<file path="config.mk">
export PLATFORM = sky130hd
export DESIGN_NAME = texture_streamer
export DESIGN_NICKNAME = d
export VERILOG_FILES = /design/src/rtl/texture_streamer.sv
export SDC_FILE = /design/constraint.sdc
export NUM_CORES = 1
export LEC_CHECK = 0
export CAP_MARGIN = 20
export CORE_ASPECT_RATIO = 1.75
export CORE_MARGIN = 2
export CORE_UTILIZATION = 37
export DETAILED_ROUTE_END_ITERATION = 16
export GPL_ROUTABILITY_DRIVEN = 0
export SYNTH_ARGS = -nofsm -noshare
export SYNTH_HDL_FRONTEND = slang
export SYNTH_SLANG_ARGS = --single-unit
</file>
<file path="constraint.sdc">
create_clock -name clk -period 8.1 [get_ports clk]
set_input_delay 1.215 -clock clk [delete_from_list [all_inputs] [get_ports clk]]
set_output_delay 1.215 -clock clk [all_outputs]
set_load 0.01 [all_outputs]
</file>
<file path="src/rtl/texture_streamer.sv">
// texture_streamer: streams a 32x32, 64x64 or 128x128 texture from a word-addressed RAM onto
// AXI-Stream through a 2-entry skid FIFO, sustaining one beat per clock while the sink is ready.
module texture_streamer #(
   parameter int STREAM_WIDTH = 16,
   parameter int SIZE = 15,
   localparam int ADDR_WIDTH = SIZE - $clog2(STREAM_WIDTH / 8)
) (
   input  logic                    clk,
   input  logic                    reset,
   input  logic                    start,
   input  logic [3:0]              mode,
   output logic                    busy,
   output logic                    done,
   output logic                    memReadEn,
   output logic [ADDR_WIDTH-1:0]   memReadAddr,
   input  logic [STREAM_WIDTH-1:0] memReadData,
   output logic                    m_axis_tvalid,
   input  logic                    m_axis_tready,
   output logic                    m_axis_tlast,
   output logic [STREAM_WIDTH-1:0] m_axis_tdata
);

   localparam int CW = ADDR_WIDTH + 1;
   localparam int BEATS_32 = 1024 * 16 / STREAM_WIDTH;
   localparam int BEATS_64 = 4096 * 16 / STREAM_WIDTH;
   localparam int BEATS_128 = 16384 * 16 / STREAM_WIDTH;

   typedef enum logic [1:0] {
      IDLE   = 2'd0,
      STREAM = 2'd1,
      DRAIN  = 2'd2
   } state_t;

   state_t                  state_r;
   state_t                  state_s;
   logic [CW-1:0]           beats_r;
   logic [CW-1:0]           rd_cnt_r;
   logic [CW-1:0]           out_cnt_r;
   logic                    rd_vld_r;
   logic [1:0]              occ_r;
   logic                    wr_ptr_r;
   logic                    rd_ptr_r;
   logic [STREAM_WIDTH-1:0] fifo_mem_r [2];
   logic                    done_r;

   logic                    mode_ok_s;
   logic [CW-1:0]           mode_beats_s;
   logic                    accept_s;
   logic                    pop_s;
   logic                    push_s;
   logic                    room_s;
   logic                    rd_en_s;
   logic                    last_rd_s;
   logic                    last_beat_s;

   function automatic logic [CW-1:0] beats_for(input logic [3:0] m);
      case (m)
         4'b0001: beats_for = CW'(BEATS_32);
         4'b0010: beats_for = CW'(BEATS_64);
         4'b0100: beats_for = CW'(BEATS_128);
         default: beats_for = {CW{1'b0}};
      endcase
   endfunction

   function automatic logic mode_valid(input logic [3:0] m);
      case (m)
         4'b0001: mode_valid = 1'b1;
         4'b0010: mode_valid = 1'b1;
         4'b0100: mode_valid = 1'b1;
         default: mode_valid = 1'b0;
      endcase
   endfunction

   // Handshake, read-credit and terminal-count decode.
   always_comb begin
      mode_ok_s    = mode_valid(mode);
      mode_beats_s = beats_for(mode);
      accept_s     = (state_r == IDLE) && start && mode_ok_s;
      pop_s        = (occ_r != 2'd0) && m_axis_tready;
      push_s       = rd_vld_r;
      // A word popped this cycle frees its slot in time for a read issued now.
      room_s       = (({1'b0, occ_r} + {2'b00, rd_vld_r}) - {2'b00, pop_s}) < 3'd2;
      rd_en_s      = (state_r == STREAM) && room_s;
      last_rd_s    = (rd_cnt_r == (beats_r - CW'(1)));
      last_beat_s  = (out_cnt_r == (beats_r - CW'(1)));
   end

   // Next-state logic.
   always_comb begin
      state_s = state_r;
      case (state_r)
         IDLE: begin
            if (accept_s) state_s = STREAM;
            else          state_s = IDLE;
         end
         STREAM: begin
            if (rd_en_s && last_rd_s) state_s = DRAIN;
            else                      state_s = STREAM;
         end
         DRAIN: begin
            if (pop_s && last_beat_s) state_s = IDLE;
            else                      state_s = DRAIN;
         end
         default: state_s = IDLE;
      endcase
   end

   // State register.
   always_ff @(posedge clk) begin
      if (!reset) state_r <= IDLE;
      else        state_r <= state_s;
   end

   // Transfer length, read address counter and independent output beat counter.
   always_ff @(posedge clk) begin
      if (!reset) begin
         beats_r   <= {CW{1'b0}};
         rd_cnt_r  <= {CW{1'b0}};
         out_cnt_r <= {CW{1'b0}};
      end else if (accept_s) begin
         beats_r   <= mode_beats_s;
         rd_cnt_r  <= {CW{1'b0}};
         out_cnt_r <= {CW{1'b0}};
      end else begin
         if (rd_en_s) rd_cnt_r  <= rd_cnt_r + CW'(1);
         if (pop_s)   out_cnt_r <= out_cnt_r + CW'(1);
      end
   end

   // In-flight read tracking, FIFO occupancy/pointers and the completion pulse.
   always_ff @(posedge clk) begin
      if (!reset) begin
         rd_vld_r <= 1'b0;
         occ_r    <= 2'd0;
         wr_ptr_r <= 1'b0;
         rd_ptr_r <= 1'b0;
         done_r   <= 1'b0;
      end else begin
         rd_vld_r <= rd_en_s;
         occ_r    <= (occ_r + {1'b0, push_s}) - {1'b0, pop_s};
         if (push_s) wr_ptr_r <= ~wr_ptr_r;
         if (pop_s)  rd_ptr_r <= ~rd_ptr_r;
         done_r   <= (state_r == DRAIN) && pop_s && last_beat_s;
      end
   end

   // FIFO word storage; contents are don't-care while empty, so no reset.
   always_ff @(posedge clk) begin
      if (push_s) fifo_mem_r[wr_ptr_r] <= memReadData;
   end

   assign busy          = (state_r != IDLE);
   assign done          = done_r;
   assign memReadEn     = rd_en_s;
   assign memReadAddr   = rd_cnt_r[ADDR_WIDTH-1:0];
   assign m_axis_tvalid = (occ_r != 2'd0);
   assign m_axis_tdata  = fifo_mem_r[rd_ptr_r];
   assign m_axis_tlast  = (occ_r != 2'd0) && last_beat_s;

endmodule

</file>
==> results.json <==
{
  "crit_chain": "clkdlybuf4s50_1, o21ai_2, xnor2_1, ha_1, inv_1, fa_1, xor2_1, nor2_1, clkdlybuf4s50_1",
  "p_sw_uw": 244.7,
  "crit_top_cell": "clkdlybuf4s50_1",
  "cts-hold-fix-buffers": 0,
  "vias_per_cell": 4.922,
  "die-area_um2": 9835,
  "setup_viol": 0,
  "min_period_over_period_pct": 62.60,
  "place_hpwl_um": 4626,
  "dieWidth_um": 75.83,
  "maxCapViolCount": 0,
  "yosysTopAreaCell": "edfxtp_1",
  "clockPowerShare_pct": 44.6,
  "ys_types": 45,
  "diodes": 0,
  "worstPathArrival_ns": 3.86,
  "path_class": "in -> out",
  "cpPeakStageDelay_ns": 0.52,
  "avgSynthCellArea_um2": 10.99,
  "final_common_cell": "clkdlybuf4s50_1",
  "run_status": "finished, final reports clean",
  "synthXorXnorAreaFrac_pct": 7.228,
  "htree_levels": 3,
  "timing.fmax_mhz": 197.2,
  "rsz0062_at_grt": "false",
  "num_rows": 45,
  "drv_slew": 0,
  "insertion_delay_ns": 0.33,
  "io_buffer_count": 58,
  "worst_clock_skew_ns": 0.006181,
  "p_per_area_nw_per_um2": 250.2,
  "start_kind": "input port",
  "hold_ws_ns": 0.4874,
  "gr-usage-all-layers_pct": 14.45,
  "holdCritStartpoint": "out_cnt_r[1]",
  "p_seq_share_pct": 39.9,
  "synthCells": 304,
  "synth_top_family_by_area": "simple AND/OR/NAND/NOR gates",
  "start_util_pct": 38.28,
  "p_leak_nw": 1.424,
  "grt_max_degree": 31,
  "async_reset_ff_share_pct": 0,
  "grt-ovfl-total": 0,
  "syn_to_final_growth_pct": 28.88,
  "reg2reg_from": "occ_r[1]",
  "postCtsSetupRepairBufs": 0,
  "cts_num_sinks": 74,
  "synth_seq_cells": 74,
  "startpoint": "m_axis_tready",
  "grt_pass1_vias": 2247,
  "synthDominantCellAreaShare_pct": 28.76,
  "synth_compound_area_share_pct": 8.801,
  "yosys.area_share.simple_pct": 17.04,
  "clk_pin_slew_ns": 0.06,
  "final_cell_mix": "clkdlybuf4s50_1, dfxtp_1, edfxtp_1",
  "holdCritPathClass": "reg -> reg",
  "ant_nets": 0,
  "io_pins": 59,
  "synth_fa_ha_area_share_pct": 2.097,
  "cp-end-kind": "primary output",
  "post_drt_wl_per_cell_um": 13.88,
  "finalHoldViolations": 0,
  "p_int_uw": 832.6,
  "slew-limit-headroom_pct": 30.58,
  "vias": 2323,
  "antenna_found_initial": 0,
  "ys.flop_type": "dfxtp_1",
  "num-fill-cells": 804,
  "synthMuxAreaShare_pct": 5.693,
  "yosysWarnings": 0,
  "layout_min_cycle_time_ns": 5.070,
  "routed_wl_um": 6551,
  "synthTopCellsByArea": "edfxtp_1, dfxtp_1, mux2_2",
  "cts_buffers": 9,
  "slowest_stage": "clkdlybuf4s50_1",
  "critPathMaxFanout": 10,
  "cts_tree": "done",
  "die_h_um": 129.7,
  "vdd_drop_max_mv": 0.1217,
  "dr.pass1.iters": 4,
  "synth_fp_nets": 333,
  "seq_area_frac_synth_pct": 53.93,
  "netlist_area_um2": 3341,
  "layout.nets": 379,
  "clockBufferDepth": 2,
  "worst_slew_pin_slew_ns": 1.027,
  "p_sw_share_pct": 22.72,
  "detailedRoute.firstIterationViolations": 141,
  "drive_gt1_share_pct": 11.55,
  "drcViolationCount": 0,
  "fin_setup_tns_ns": 0,
  "pwr-share-comb_pct": 15.5,
  "cts-resized-gates": 0,
  "clock-root-buffer": "clkbuf_16",
  "coreArea_um2": 8727,
  "synth_edf_count": 32,
  "grt_pass1_wl_um": 10610,
  "required_ns": 6.88
}
power by group through the flow:
stage / Clock [mW] / Sequential, mW / Combinational (mW)
after global routing: 0.511 / 0.434 / 0.185
after detailed placement: 0 / 0.440 / 0.167
after CTS: 0.492 / 0.432 / 0.168
final: 0.481 / 0.430 / 0.167
after global placement: 0 / 0.440 / 0.166
after floorplan: 0 / 0.425 / 0.108
registers in the layout, indices dropped and copies added (netlist names), named ones only:
register and cells:
wr_ptr_r 1, state_r 2, rd_ptr_r 1, push_s 1, done 1, rd_cnt_r 15
out_cnt_r 15, beats_r 3, fifo_mem_r 32, occ_r 2
metrics by stage:
stage,util (%),setup WS (ns),instance area (um2),std cells,power (mW)
finish,49.33,3.030,4305,472,1.077
global route,49.33,2.808,4305,472,1.130
CTS,49.16,3.018,4290,471,1.092
detailed placement,44.96,3.043,3924,455,0.6072
global placement,44.96,3.091,3924,455,0.6056
floorplan,-,4.261,3341,304,0.5325
synthesized netlist by cell type (3+ instances only):
cell type	instances
dfxtp_1	42
edfxtp_1	32
nor2_1	22
nand2_1	19
a21oi_1	18
mux2_2	16
xnor2_1	15
buf_4	14
o21ai_0	10
xor2_1	10
nand3_1	8
or3_1	8
and2_1	7
or4_1	7
clkbuf_1	6
inv_1	6
nand4_1	6
nor3_1	5
o31ai_1	5
buf_2	4
ha_1	4
nor2b_1	4
o21a_1	4
nor4b_1	3
or2_2	3
worst paths after layout:
path	to	slack, ns	cells after the start
max	memReadEn	3.03	9
min	out_cnt_r[1]	0.49	2
max reg2reg	rd_cnt_r[11]	4.82	9
min reg2reg	out_cnt_r[1]	0.49	2
per-layer routing:
layer | global-route usage, % | routed length (um) | vias to the layer above
met3 | 3.784 | 417 | 8
met4 | 7.121 | 138 | 0
met1 | 16.33 | 2644 | 1084
li1 | - | - | 1175
met5 | 0 | 0 | -
met2 | 24.44 | 3350 | 56
worst max-delay path, delay by kind of cell:
family,cells,cell delay [ns]
AOI/OAI and AO/OA,1,0.17
xor gates and xnor gates,2,0.65
adders and majority gates,2,0.54
buffers and inverters,3,1.09
and+or+nand+nor,1,0.19
logic make-up after synthesis:
group | count (synthesis)
buf+inv | 31
simple gates | 104
compound gates | 47
mux | 17
fa+ha+maj | 5
flops | 74
xor+xnor | 26
area by class of cell:
| class | count | area [um2] | share of cell area [%] |
|---|---|---|---|
| clock buffer | 9 | 225.2 | 5.231 |
| clock inverter | 7 | 141.4 | 3.284 |
| inverter | 6 | 22.52 | 0.5231 |
| multi-input combinational | 199 | 1365 | 31.71 |
| sequential | 74 | 1802 | 41.85 |
| tap | 117 | 146.4 | 3.400 |
| timing repair buffer | 60 | 603.1 | 14.01 |
Power figures use the tool's default switching activity.
